$ cat src/rtl/life_step_sequencer.sv
// life_step_sequencer
// Computes one Game-of-Life (B3/S23) generation. Rows stream from the current-generation
// BRAM through a sliding window. Each next-generation row goes to the other BRAM of the
// ping-pong pair. The `bank` output tells the top level which BRAM is the source.
module life_step_sequencer #(
    parameter int ROWS       = 8,
    parameter int COLS       = 8,
    parameter int ADDR_WIDTH = 8,
    parameter int WRAP       = 0,
    parameter int GEN_WIDTH  = 16
) (
    input  logic                  clk,
    input  logic                  reset,
    input  logic                  start,
    output logic                  busy,
    output logic                  done,
    output logic                  bank,
    output logic [GEN_WIDTH-1:0]  generation,
    output logic [ADDR_WIDTH-1:0] rd_addr,
    output logic                  rd_en,
    input  logic [COLS-1:0]       rd_data,
    output logic [ADDR_WIDTH-1:0] wr_addr,
    output logic                  wr_en,
    output logic [COLS-1:0]       wr_data
);

    // Cycle index inside RUN: read slots 0..ROWS+1, write drain ends at ROWS+3.
    localparam int CW = $clog2(ROWS + 4);
    localparam logic [CW-1:0] CYC_ONE   = CW'(1);
    localparam logic [CW-1:0] CYC_TWO   = CW'(2);
    localparam logic [CW-1:0] CYC_THREE = CW'(3);
    localparam logic [CW-1:0] CYC_ROWS  = CW'(ROWS);
    localparam logic [CW-1:0] SLOT_END  = CW'(ROWS + 1);
    localparam logic [CW-1:0] ARR_END   = CW'(ROWS + 2);
    localparam logic [CW-1:0] LAST_CYC  = CW'(ROWS + 3);

    typedef enum logic [1:0] {
        ST_IDLE = 2'd0,
        ST_RUN  = 2'd1,
        ST_DONE = 2'd2
    } state_t;

    state_t                state_q, state_d;
    logic [CW-1:0]         cyc_q;
    logic [COLS-1:0]       mid_q, bot_q;
    logic [ADDR_WIDTH-1:0] wr_addr_q;
    logic                  wr_en_q;
    logic [COLS-1:0]       wr_data_q;
    logic [GEN_WIDTH-1:0]  gen_q;
    logic                  bank_q;

    logic                  busy_s, done_s, rd_en_s;
    logic [ADDR_WIDTH-1:0] rd_addr_s;
    logic                  run_s, enter_run_s, arrive_s, real_arr_s, write_s, finish_s;
    logic [COLS-1:0]       inc_row_s, next_row_s;
    logic [COLS-1:0]       up_w_s, up_e_s, ctr_w_s, ctr_e_s, dn_w_s, dn_e_s;

    // Neighbour to the west of each column: w[c] = row[c-1]. Column 0 wraps or reads dead.
    function automatic logic [COLS-1:0] west_of(input logic [COLS-1:0] row);
        logic edge_bit;
        edge_bit = (WRAP != 0) ? row[COLS-1] : 1'b0;
        return {row[COLS-2:0], edge_bit};
    endfunction

    // Neighbour to the east of each column: e[c] = row[c+1]. Column COLS-1 wraps or reads dead.
    function automatic logic [COLS-1:0] east_of(input logic [COLS-1:0] row);
        logic edge_bit;
        edge_bit = (WRAP != 0) ? row[0] : 1'b0;
        return {edge_bit, row[COLS-1:1]};
    endfunction

    // FSM state register.
    always_ff @(posedge clk or posedge reset) begin
        if (reset) begin
            state_q <= ST_IDLE;
        end else begin
            state_q <= state_d;
        end
    end

    // FSM next state. A start is accepted in DONE as well, so steps can run back-to-back.
    always_comb begin
        state_d = state_q;
        case (state_q)
            ST_IDLE: begin
                if (start) state_d = ST_RUN;
                else       state_d = ST_IDLE;
            end
            ST_RUN: begin
                if (cyc_q == LAST_CYC) state_d = ST_DONE;
                else                   state_d = ST_RUN;
            end
            ST_DONE: begin
                if (start) state_d = ST_RUN;
                else       state_d = ST_IDLE;
            end
            default: state_d = ST_IDLE;
        endcase
    end

    // FSM outputs: status flags and the read port, decoded from state and the cycle index.
    always_comb begin
        busy_s    = 1'b0;
        done_s    = 1'b0;
        rd_en_s   = 1'b0;
        rd_addr_s = '0;
        case (state_q)
            ST_RUN: begin
                busy_s = 1'b1;
                if (cyc_q <= SLOT_END) begin
                    // Slots 0 and ROWS+1 are the halo rows; off-torus they are injected zeros.
                    rd_en_s = (WRAP != 0) || ((cyc_q >= CYC_ONE) && (cyc_q <= CYC_ROWS));
                    if (cyc_q == '0) begin
                        rd_addr_s = ADDR_WIDTH'(ROWS - 1);
                    end else if (cyc_q == SLOT_END) begin
                        rd_addr_s = '0;
                    end else begin
                        rd_addr_s = ADDR_WIDTH'(cyc_q - CYC_ONE);
                    end
                end else begin
                    rd_en_s   = 1'b0;
                    rd_addr_s = '0;
                end
            end
            ST_DONE: begin
                done_s = 1'b1;
            end
            ST_IDLE: begin
                busy_s = 1'b0;
            end
            default: begin
                busy_s = 1'b0;
            end
        endcase
    end

    // Datapath decode. The row from slot s arrives in cycle s+1.
    // A row is emitted once its lower neighbour (the incoming row) is available.
    always_comb begin
        run_s       = (state_q == ST_RUN);
        enter_run_s = (state_q != ST_RUN) && (state_d == ST_RUN);
        finish_s    = run_s && (cyc_q == LAST_CYC);
        arrive_s    = run_s && (cyc_q >= CYC_ONE) && (cyc_q <= ARR_END);
        write_s     = run_s && (cyc_q >= CYC_THREE) && (cyc_q <= ARR_END);
        real_arr_s  = (WRAP != 0) || ((cyc_q >= CYC_TWO) && (cyc_q <= SLOT_END));
        if (real_arr_s) begin
            inc_row_s = rd_data;
        end else begin
            inc_row_s = '0;
        end
    end

    // The rows above, at and below the output row are mid_q, bot_q and the incoming row.
    assign up_w_s  = west_of(mid_q);
    assign up_e_s  = east_of(mid_q);
    assign ctr_w_s = west_of(bot_q);
    assign ctr_e_s = east_of(bot_q);
    assign dn_w_s  = west_of(inc_row_s);
    assign dn_e_s  = east_of(inc_row_s);

    for (genvar c = 0; c < COLS; c++) begin : g_col
        logic [3:0] n_s;
        assign n_s = {3'b000, up_w_s[c]}  + {3'b000, mid_q[c]}     + {3'b000, up_e_s[c]}
                   + {3'b000, ctr_w_s[c]} + {3'b000, ctr_e_s[c]}
                   + {3'b000, dn_w_s[c]}  + {3'b000, inc_row_s[c]} + {3'b000, dn_e_s[c]};
        assign next_row_s[c] = (n_s == 4'd3) | (bot_q[c] & (n_s == 4'd2));
    end

    // Cycle index and row window. The window is cleared on entering RUN so halo rows start dead.
    always_ff @(posedge clk or posedge reset) begin
        if (reset) begin
            cyc_q <= '0;
            mid_q <= '0;
            bot_q <= '0;
        end else if (enter_run_s) begin
            cyc_q <= '0;
            mid_q <= '0;
            bot_q <= '0;
        end else if (run_s) begin
            cyc_q <= cyc_q + CYC_ONE;
            if (arrive_s) begin
                mid_q <= bot_q;
                bot_q <= inc_row_s;
            end else begin
                mid_q <= mid_q;
                bot_q <= bot_q;
            end
        end else begin
            cyc_q <= cyc_q;
        end
    end

    // Registered write port toward the destination BRAM.
    always_ff @(posedge clk or posedge reset) begin
        if (reset) begin
            wr_en_q   <= 1'b0;
            wr_addr_q <= '0;
            wr_data_q <= '0;
        end else begin
            wr_en_q <= write_s;
            if (write_s) begin
                wr_addr_q <= ADDR_WIDTH'(cyc_q - CYC_THREE);
                wr_data_q <= next_row_s;
            end else begin
                wr_addr_q <= wr_addr_q;
                wr_data_q <= wr_data_q;
            end
        end
    end

    // Generation count and bank swap take effect only when a step completes.
    always_ff @(posedge clk or posedge reset) begin
        if (reset) begin
            gen_q  <= '0;
            bank_q <= 1'b0;
        end else if (finish_s) begin
            gen_q  <= gen_q + GEN_WIDTH'(1);
            bank_q <= ~bank_q;
        end else begin
            gen_q  <= gen_q;
            bank_q <= bank_q;
        end
    end

    assign busy       = busy_s;
    assign done       = done_s;
    assign rd_en      = rd_en_s;
    assign rd_addr    = rd_addr_s;
    assign wr_en      = wr_en_q;
    assign wr_addr    = wr_addr_q;
    assign wr_data    = wr_data_q;
    assign generation = gen_q;
    assign bank       = bank_q;

endmodule
$ cat config.mk
export PLATFORM = sky130hd
export DESIGN_NAME = life_step_sequencer
export DESIGN_NICKNAME = d
export VERILOG_FILES = /design/src/rtl/life_step_sequencer.sv
export SDC_FILE = /design/constraint.sdc
export NUM_CORES = 1
export LEC_CHECK = 0
export BUFFER_PORTS_ARGS = -buffer_cell sky130_fd_sc_hd__buf_2
export CAP_MARGIN = 20
export CORE_UTILIZATION = 25
export CTS_BUF_LIST = sky130_fd_sc_hd__clkbuf_4 sky130_fd_sc_hd__clkbuf_8
export CTS_CLUSTER_DIAMETER = 40
export CTS_CLUSTER_SIZE = 40
export DETAILED_ROUTE_END_ITERATION = 7
export GPL_ROUTABILITY_DRIVEN = 0
export PLACE_DENSITY = 0.49
export SLEW_MARGIN = 20
export SYNTH_ARGS = -nofsm -noshare
export SYNTH_HDL_FRONTEND = slang
export SYNTH_SLANG_ARGS = --single-unit
$ cat constraint.sdc
create_clock -name clk -period 7.3 [get_ports clk]
set_input_delay 0.73 -clock clk [delete_from_list [all_inputs] [get_ports clk]]
set_output_delay 0.73 -clock clk [all_outputs]
set_load 0.1 [all_outputs]
==> results of run 1 <==
[cell type report]
cell class	count	area, µm²	share of cell area
multi-input combinational	253	2020	0.488
tap	180	225	0.0543
clock inverter	3	46.3	0.0112
clock buffer	5	68.8	0.0166
timing repair buffer	53	278	0.0670
sequential	53	1330	0.320
inverter	47	176	0.0426
[worst max path at each step]
stage / to / slack, ns / cells after the start
floorplan: rd_addr[1] / 3.32 / 5
global placement: wr_data[1] / 3.12 / 14
detailed placement: wr_data[1] / 2.90 / 14
CTS: wr_data[1] / 2.87 / 14
global route: wr_data[1] / 2.39 / 14
finish: wr_data[1] / 2.91 / 14
[routing by layer]
layer / share of wire / routed length, µm
met1: 0.46 / 3600
met2: 0.48 / 3720
met3: 0.048 / 377
met4: 0.014 / 108
met5: 0 / 0
[cell usage in the layout (no fill, tap or decap), drive strengths merged]
cell | Yosys | routed
inv | 47 | 47
a211oi | 1 | 1
mux2i | 1 | 1
clkinvlp | 0 | 1
o41ai | 1 | 1
a211o | 1 | 1
nand3b | 1 | 1
a2111oi | 2 | 2
xor2 | 11 | 11
and3b | 1 | 1
bufinv | 0 | 1
ha | 24 | 24
a221oi | 1 | 1
nor4 | 5 | 5
buf | 17 | 53
nand4 | 8 | 8
clkbuf | 5 | 5
o21ai | 28 | 28
conb | 1 | 4
o21a | 6 | 6
dfrtp | 53 | 53
nand2 | 50 | 50
o211ai | 2 | 2
and2 | 2 | 2
o21bai | 1 | 1
nor3 | 6 | 6
a21o | 2 | 2
xnor2 | 6 | 6
nor2b | 1 | 1
a21oi | 14 | 14
nand2b | 5 | 5
mux2 | 2 | 2
and3 | 1 | 1
fa | 28 | 28
nand3 | 19 | 19
o31ai | 7 | 7
a22o | 1 | 1
clkinv | 0 | 1
nor2 | 11 | 11
[flip-flops by register name, summed over array words and instances (netlist names)]
name	flops
generation	16
bot_q	8
mid_q	8
wr_data	8
wr_addr	5
cyc_q	4
state_q	2
bank	1
wr_en	1
[per-stage QoR]
step                      instances  area, µm²
after detailed placement        585       4020
after CTS                       593       4130
final                           594       4150
after floorplan                 375       3670
after global placement          585       4020
after global routing            594       4150
[logic make-up (layout without fill, tap and decap cells)]
family,count (synthesis),after routing,share of synthesized area
muxes,3,3,0.00890
AOI/OAI and AO/OA,67,67,0.119
and+or+nand+nor,110,110,0.146
buffers and inverters,69,108,0.0866
adders and majority gates,52,52,0.235
xor gates and xnor gates,17,17,0.0407
other,1,4,0.00103
DFF,53,53,0.363
[worst max-delay path, stage by stage (launching register included)]
cell,delay [ns]
dfrtp_1,0.54
inv_1,0.11
ha_1,0.25
o21bai_1,0.14
a21oi_2,0.56
nand2_1,0.20
inv_1,0.10
fa_1,0.44
fa_1,0.52
fa_1,0.19
inv_1,0.05
fa_1,0.38
a2111oi_0,0.40
a21oi_1,0.08
o41ai_1,0.33
==> impl_metrics.json, run 1 <==
{
  "wl_per_cell_um": 13.1,
  "vias": 2635,
  "slew_headroom": 0.435,
  "setup_viol": 0,
  "fin_tns_setup_ns": 0,
  "synthTopCellsByArea": "dfrtp_1, fa_1, ha_1, nand2_1, inv_1",
  "wl_um": 7810,
  "crit_fanout": 16,
  "hold_buffers": 0,
  "ys_seq_area_frac": 0.363,
  "drc_errors": 0,
  "report.final.slew_viol_count": 0,
  "diodes": 0,
  "top_usage_layer": "met2",
  "io_buffer_count": 51,
  "die_x_um": 123,
  "core.rowCount": 43,
  "clkTransAtPathRegs_ns": 0.11,
  "grtUsageMet3": 0.0268,
  "grt_pass1_wl_um": 13300,
  "antenna_found_initial": 0,
  "worst_slack_ns": 2.91,
  "worst-setup-path-type": "reg -> reg",
  "cts_root_buffer": "clkbuf_8",
  "cts.htree.levels": 2,
  "clock_skew_ns": 0.0111,
  "worstSetupEndpointType": "register",
  "start_util": 0.259,
  "post-route-util": 0.294,
  "hold_viol": 0,
  "final_antenna_net_count": 0,
  "dp_slack_ns": 2.90,
  "cp-start-kind": "register",
  "yosys_warnings": 0,
  "worstPathArrival_ns": 4.60,
  "firstDrtPassIters": 6,
  "clk_latency_ns": 0.32,
  "grt_start_max_net_pins": 54,
  "timing.critical_path.from": "cyc_q[0]",
  "status": "finished clean",
  "fin_crit_ns": 4.39,
  "netlist_area_mm2": 0.00366,
  "die_h_um": 123,
  "synthTopCellsByCount": "dfrtp_1, nand2_1, inv_1",
  "track_usage": 0.114,
  "hp-start": "bank",
  "synthFlopType": "dfrtp_1",
  "num-fill-cells": 1507,
  "io_pins": 56,
  "grt_pass1_vias": 2736,
  "period_share": 0.602,
  "areaGrowthSynthToFinish_pct": 13.4,
  "max_freq_mhz": 228,
  "cts_max_path_buffers": 2,
  "grt-ovfl-total": 0,
  "maxCapViolCount": 0,
  "die_area_mm2": 0.0151,
  "use_met1": 0.146,
  "holdWs_ns": 0.469,
  "r2r_cells": 14,
  "syn_inst": 372,
  "synth_top_area_share": 0.363,
  "rrSetupSlack_ns": 2.91,
  "tightest_slew_ns": 0.848,
  "drtIter0Drc": 142,
  "cts_tree": "built",
  "holdPathEnd": "bank",
  "synth_edf_count": 0,
  "synth.avg_cell_area_um2": 9.83,
  "dp_hpwl_um": 5770,
  "reg2reg_to": "wr_data[1]",
  "viasPerCell": 4.44,
  "reg2reg_from": "cyc_q[0]",
  "grtUsageMet2": 0.188,
  "clock_sinks": 53,
  "numCtsBuffers": 5,
  "yosys.area.top_type": "dfrtp_1",
  "hold_depth": 1,
  "ys_async_sr_fraction": 1.00,
  "core_area_mm2": 0.0141,
  "nNetsFinal": 476,
  "worst_hold_path_type": "reg -> reg",
  "drive_gt1_frac": 0.174,
  "rsz0062_at_grt": "no",
  "postCtsSetupBuffers": 0,
  "required_ns": 7.51,
  "yosysMostFrequentCell": "dfrtp_1",
  "synth_seq_cells": 53,
  "cts_resized": 0,
  "ys_types": 46
}
Power of run 1 is not shown: default switching activity piles up to over one toggle a cycle in this logic, so the estimate is an artifact.
==> inputs of run 2 (changes only) <==
--- a/config.mk
+++ b/config.mk
@@ -13,7 +13,7 @@
 export CTS_CLUSTER_SIZE = 40
 export DETAILED_ROUTE_END_ITERATION = 7
 export GPL_ROUTABILITY_DRIVEN = 0
-export PLACE_DENSITY = 0.49
+export PLACE_DENSITY = 0.5
 export SLEW_MARGIN = 20
 export SYNTH_ARGS = -nofsm -noshare
 export SYNTH_HDL_FRONTEND = slang
==> constraint.sdc (replaced) <==
create_clock -name clk -period 3.6 [get_ports clk]
set_input_delay 0.36 -clock clk [delete_from_list [all_inputs] [get_ports clk]]
set_output_delay 0.36 -clock clk [all_outputs]
set_load 0.1 [all_outputs]
==> impl_metrics.json, run 2 (synthesis results as in run 1) <==
{
  "slew_headroom": 0.420,
  "dp.cells": 591,
  "largest_register_ffs": 16,
  "core.rowCount": 43,
  "io_buffer_count": 51,
  "report.final.slew_viol_count": 0,
  "wl_per_cell_um": 13.4,
  "cts.htree.levels": 2,
  "crit_chain": "inv_2 > ha_4 > o21bai_4 > a21oi_4 > buf_12 > nand2_4 > inv_2 > fa_1 > fa_1 > fa_2 > inv_2 > fa_2 > o41ai_2",
  "crit_fanout": 8,
  "worstPathArrival_ns": 3.69,
  "max_freq_mhz": 289,
  "post-route-util": 0.306,
  "worst-setup-path-type": "reg -> reg",
  "holdWs_ns": 0.219,
  "start_util": 0.259,
  "crit_path_max_incr_delay_ns": 0.51,
  "cts_tree": "built",
  "firstDrtPassIters": 4,
  "grt_pass1_vias": 2649,
  "tightest_slew_ns": 0.869,
  "clock_sinks": 53,
  "required_ns": 3.82,
  "worstSetupEndpointType": "register",
  "cp.depth": 13,
  "period_share": 0.963,
  "maxCapViolCount": 0,
  "grt_start_max_net_pins": 39,
  "setup_viol": 0,
  "core_area_mm2": 0.0141,
  "cts_root_buffer": "clkbuf_8",
  "final_antenna_net_count": 0,
  "final_common_cell": "dfrtp_1",
  "clock_skew_ns": 0.00725,
  "vias": 2682,
  "cts_max_path_buffers": 2,
  "io_pins": 56,
  "grt-ovfl-total": 0,
  "status": "finished clean",
  "clkTransAtPathRegs_ns": 0.10,
  "worst_hold_path_type": "in -> async",
  "track_usage": 0.112,
  "cp_top_family": "adder cells",
  "die_x_um": 123,
  "drive_gt1_frac": 0.225,
  "fin_crit_ns": 3.47,
  "areaGrowthSynthToFinish_pct": 18.1,
  "cp-start-kind": "register",
  "grt_pass1_wl_um": 13200,
  "die_area_mm2": 0.0151,
  "cp_num_buf_inv": 4,
  "numCtsBuffers": 5,
  "drc_errors": 0,
  "dp_hpwl_um": 5960,
  "viasPerCell": 4.46,
  "hold_viol": 0,
  "antenna_found_initial": 0,
  "diodes": 0,
  "mostFrequentLayoutCells": "dfrtp_1, buf_2, nand2_1, inv_1, fa_1",
  "fin_tns_setup_ns": 0,
  "r2r_cells": 13,
  "cp_slowest_cell": "fa_1",
  "crit_path_frequent_cell": "inv_2",
  "clk_latency_ns": 0.31,
  "drtIter0Drc": 81,
  "die_h_um": 123,
  "nNetsFinal": 485,
  "stdcell_count": 602,
  "wl_um": 8040
}
[run 2: changes by cell type in the layout (fill, tap and decap cells not counted), sizes merged]
cell	before	now
buf	53	61
clkbuf	5	6
clkinvlp	1	0
[run 2: routing by layer]
metal	routed length, µm	global-route usage
met2	3740	0.181
met1	3840	0.151
met4	65	0.0274
met5	0	0
met3	397	0.0281
[run 2: final cells by class]
class | instances | area, µm²
fillers | 1480 | 9780
multi-input cells | 253 | 2110
flip-flops and latches | 53 | 1330
repair buffers | 62 | 372
well taps | 180 | 225
inverters | 47 | 176
clock buffers | 5 | 68.8
clock inverters | 2 | 35.0
[run 2: timing repair]
| action | 4_1_cts | 5_1_grt |
|---|---|---|
| setup endpoints to repair | 0 | 6 |
| hold buffers | 0 | 0 |
| resized for setup | 0 | 8 |
| buffers inserted | 0 | 2 |
[run 2: final timing paths]
kind                       startpoint        endpoint  slack, ns
hold reg to reg                  bank            bank       0.47
hold / removal                  reset  generation[14]       0.22
min in group clk           rd_data[7]        bot_q[7]       0.29
setup / recovery             cyc_q[0]      wr_data[1]       0.13
max in group asynchronous       reset      wr_data[6]       2.62
setup reg to reg             cyc_q[0]      wr_data[1]       0.13
[run 2: through the flow]
step           instance area [µm²]  setup WS (ns)
3_3_place_gp                  4110          0.134
6_report                      4320          0.134
3_5_place_dp                  4110         0.0415
4_1_cts                       4220         0.0468
2_1_floorplan                 3720      0.0000162
5_1_grt                       4320       -0.00547
Power of run 2 is left out for the same reason.
==> inputs of run 3 (changes only) <==
--- a/config.mk
+++ b/config.mk
@@ -13,7 +13,7 @@
 export CTS_CLUSTER_SIZE = 40
 export DETAILED_ROUTE_END_ITERATION = 7
 export GPL_ROUTABILITY_DRIVEN = 0
-export PLACE_DENSITY = 0.5
+export PLACE_DENSITY = 0.53
 export SLEW_MARGIN = 20
 export SYNTH_ARGS = -nofsm -noshare
 export SYNTH_HDL_FRONTEND = slang
==> impl_metrics.json, run 3 (synthesis results as in run 1) <==
{
  "cp-start-kind": "register",
  "worst_hold_path_type": "in -> async",
  "setup_viol": 0,
  "firstDrtPassIters": 4,
  "tightest_slew_ns": 0.825,
  "dp_hpwl_um": 6080,
  "post-route-util": 0.306,
  "stdcell_count": 604,
  "report.final.slew_viol_count": 0,
  "hold_viol": 0,
  "required_ns": 3.82,
  "track_usage": 0.115,
  "final_antenna_net_count": 0,
  "viasPerCell": 4.46,
  "final_common_cell": "dfrtp_1",
  "die_area_mm2": 0.0151,
  "cts.htree.levels": 2,
  "max_freq_mhz": 289,
  "largest_register_ffs": 16,
  "worst-setup-path-type": "reg -> reg",
  "reg2reg_to": "wr_data[1]",
  "drive_gt1_frac": 0.238,
  "clkTransAtPathRegs_ns": 0.10,
  "r2r_cells": 15,
  "clock_skew_ns": 0.00356,
  "rsz0062_at_grt": "yes",
  "worstPathArrival_ns": 3.68,
  "slew_headroom": 0.449,
  "start_util": 0.259,
  "clock_sinks": 53,
  "crit_fanout": 7,
  "core.rowCount": 43,
  "cts_tree": "built",
  "wl_per_cell_um": 13.2,
  "dp.cells": 593,
  "placed_cell_area_mm2": 0.00413,
  "io_buffer_count": 51,
  "cp-endpoint": "wr_data[1]",
  "mostFrequentLayoutCells": "dfrtp_1, buf_2, nand2_1, inv_1, fa_1",
  "nNetsFinal": 486,
  "reg2reg_from": "cyc_q[1]",
  "worstSetupEndpointType": "register",
  "rrSetupSlack_ns": 0.14,
  "antenna_found_initial": 0,
  "fin_crit_ns": 3.46,
  "grt-ovfl-total": 0,
  "cts_max_path_buffers": 2,
  "areaGrowthSynthToFinish_pct": 17.9,
  "numCtsBuffers": 5,
  "maxCapViolCount": 0,
  "clk_latency_ns": 0.31,
  "vias": 2693,
  "wl_um": 8000,
  "io_pins": 56,
  "timing.critical_path.from": "cyc_q[1]",
  "core_area_mm2": 0.0141,
  "drtIter0Drc": 100,
  "grt_start_max_net_pins": 37,
  "cts_root_buffer": "clkbuf_8",
  "die_h_um": 123,
  "status": "finished clean",
  "final_area_mm2": 0.00431,
  "grt_pass1_wl_um": 13500,
  "grt_pass1_vias": 2743,
  "period_share": 0.960,
  "drc_errors": 0,
  "diodes": 0,
  "die_x_um": 123
}
-- run 3: routing by layer --
layer  share of wire  routed length [µm]  track usage  vias up
met4          0.0089                  71       0.0252        0
met1            0.47                3760        0.154     1312
met5               0                   0            0        -
met2            0.48                3820        0.191       52
li1                -                   -            -     1323
met3           0.044                 352       0.0240        6
-- run 3: worst min path at each step --
stage	slack [ns]	endpoint	cells past startpoint
global placement	0.45	bank	1
floorplan	0.49	mid_q[6]	2
CTS	0.25	generation[15]	2
global route	0.27	generation[15]	2
finish	0.20	generation[15]	2
detailed placement	0.45	bank	1
-- run 3: metrics by stage --
| step | setup slack, ns | hold slack [ns] | TNS (ns) |
|---|---|---|---|
| 2_1_floorplan | 0.0000162 | 0.494 | 0 |
| 3_3_place_gp | 0.173 | 0.452 | 0 |
| 3_5_place_dp | 0.145 | 0.455 | 0 |
| 4_1_cts | 0.0930 | 0.252 | 0 |
| 5_1_grt | -0.0288 | 0.272 | -0.0570 |
| 6_report | 0.142 | 0.199 | 0 |
-- run 3: what timing repair did --
action                                  4_1_cts  5_1_grt
endpoints found under the setup margin        0        2
resized for setup                             0       10
hold buffers                                  0        0
setup buffers                                 0        2
-- run 3: cell type report --
type / instances / area, µm²
Multi-Input combinational cell: 253 / 2110
Sequential cell: 53 / 1330
Clock inverter: 2 / 38.8
Clock buffer: 6 / 76.3
Tap cell: 180 / 225
Timing Repair Buffer: 63 / 362
Inverter: 47 / 176
Fill cell: 1498 / 9790
-- run 3: worst max-delay path: stages (launching register included) --
cell and delay (ns):
dfrtp_1 0.40, inv_2 0.08, ha_2 0.18, o21bai_2 0.08, a21oi_2 0.19, buf_12 0.14, nand2_4 0.05, inv_2 0.05
fa_1 0.42, fa_1 0.52, fa_2 0.24, inv_2 0.04, fa_2 0.36, a2111oi_4 0.22, a21oi_2 0.06, o41ai_2 0.32
Power of run 3 is left out for the same reason.
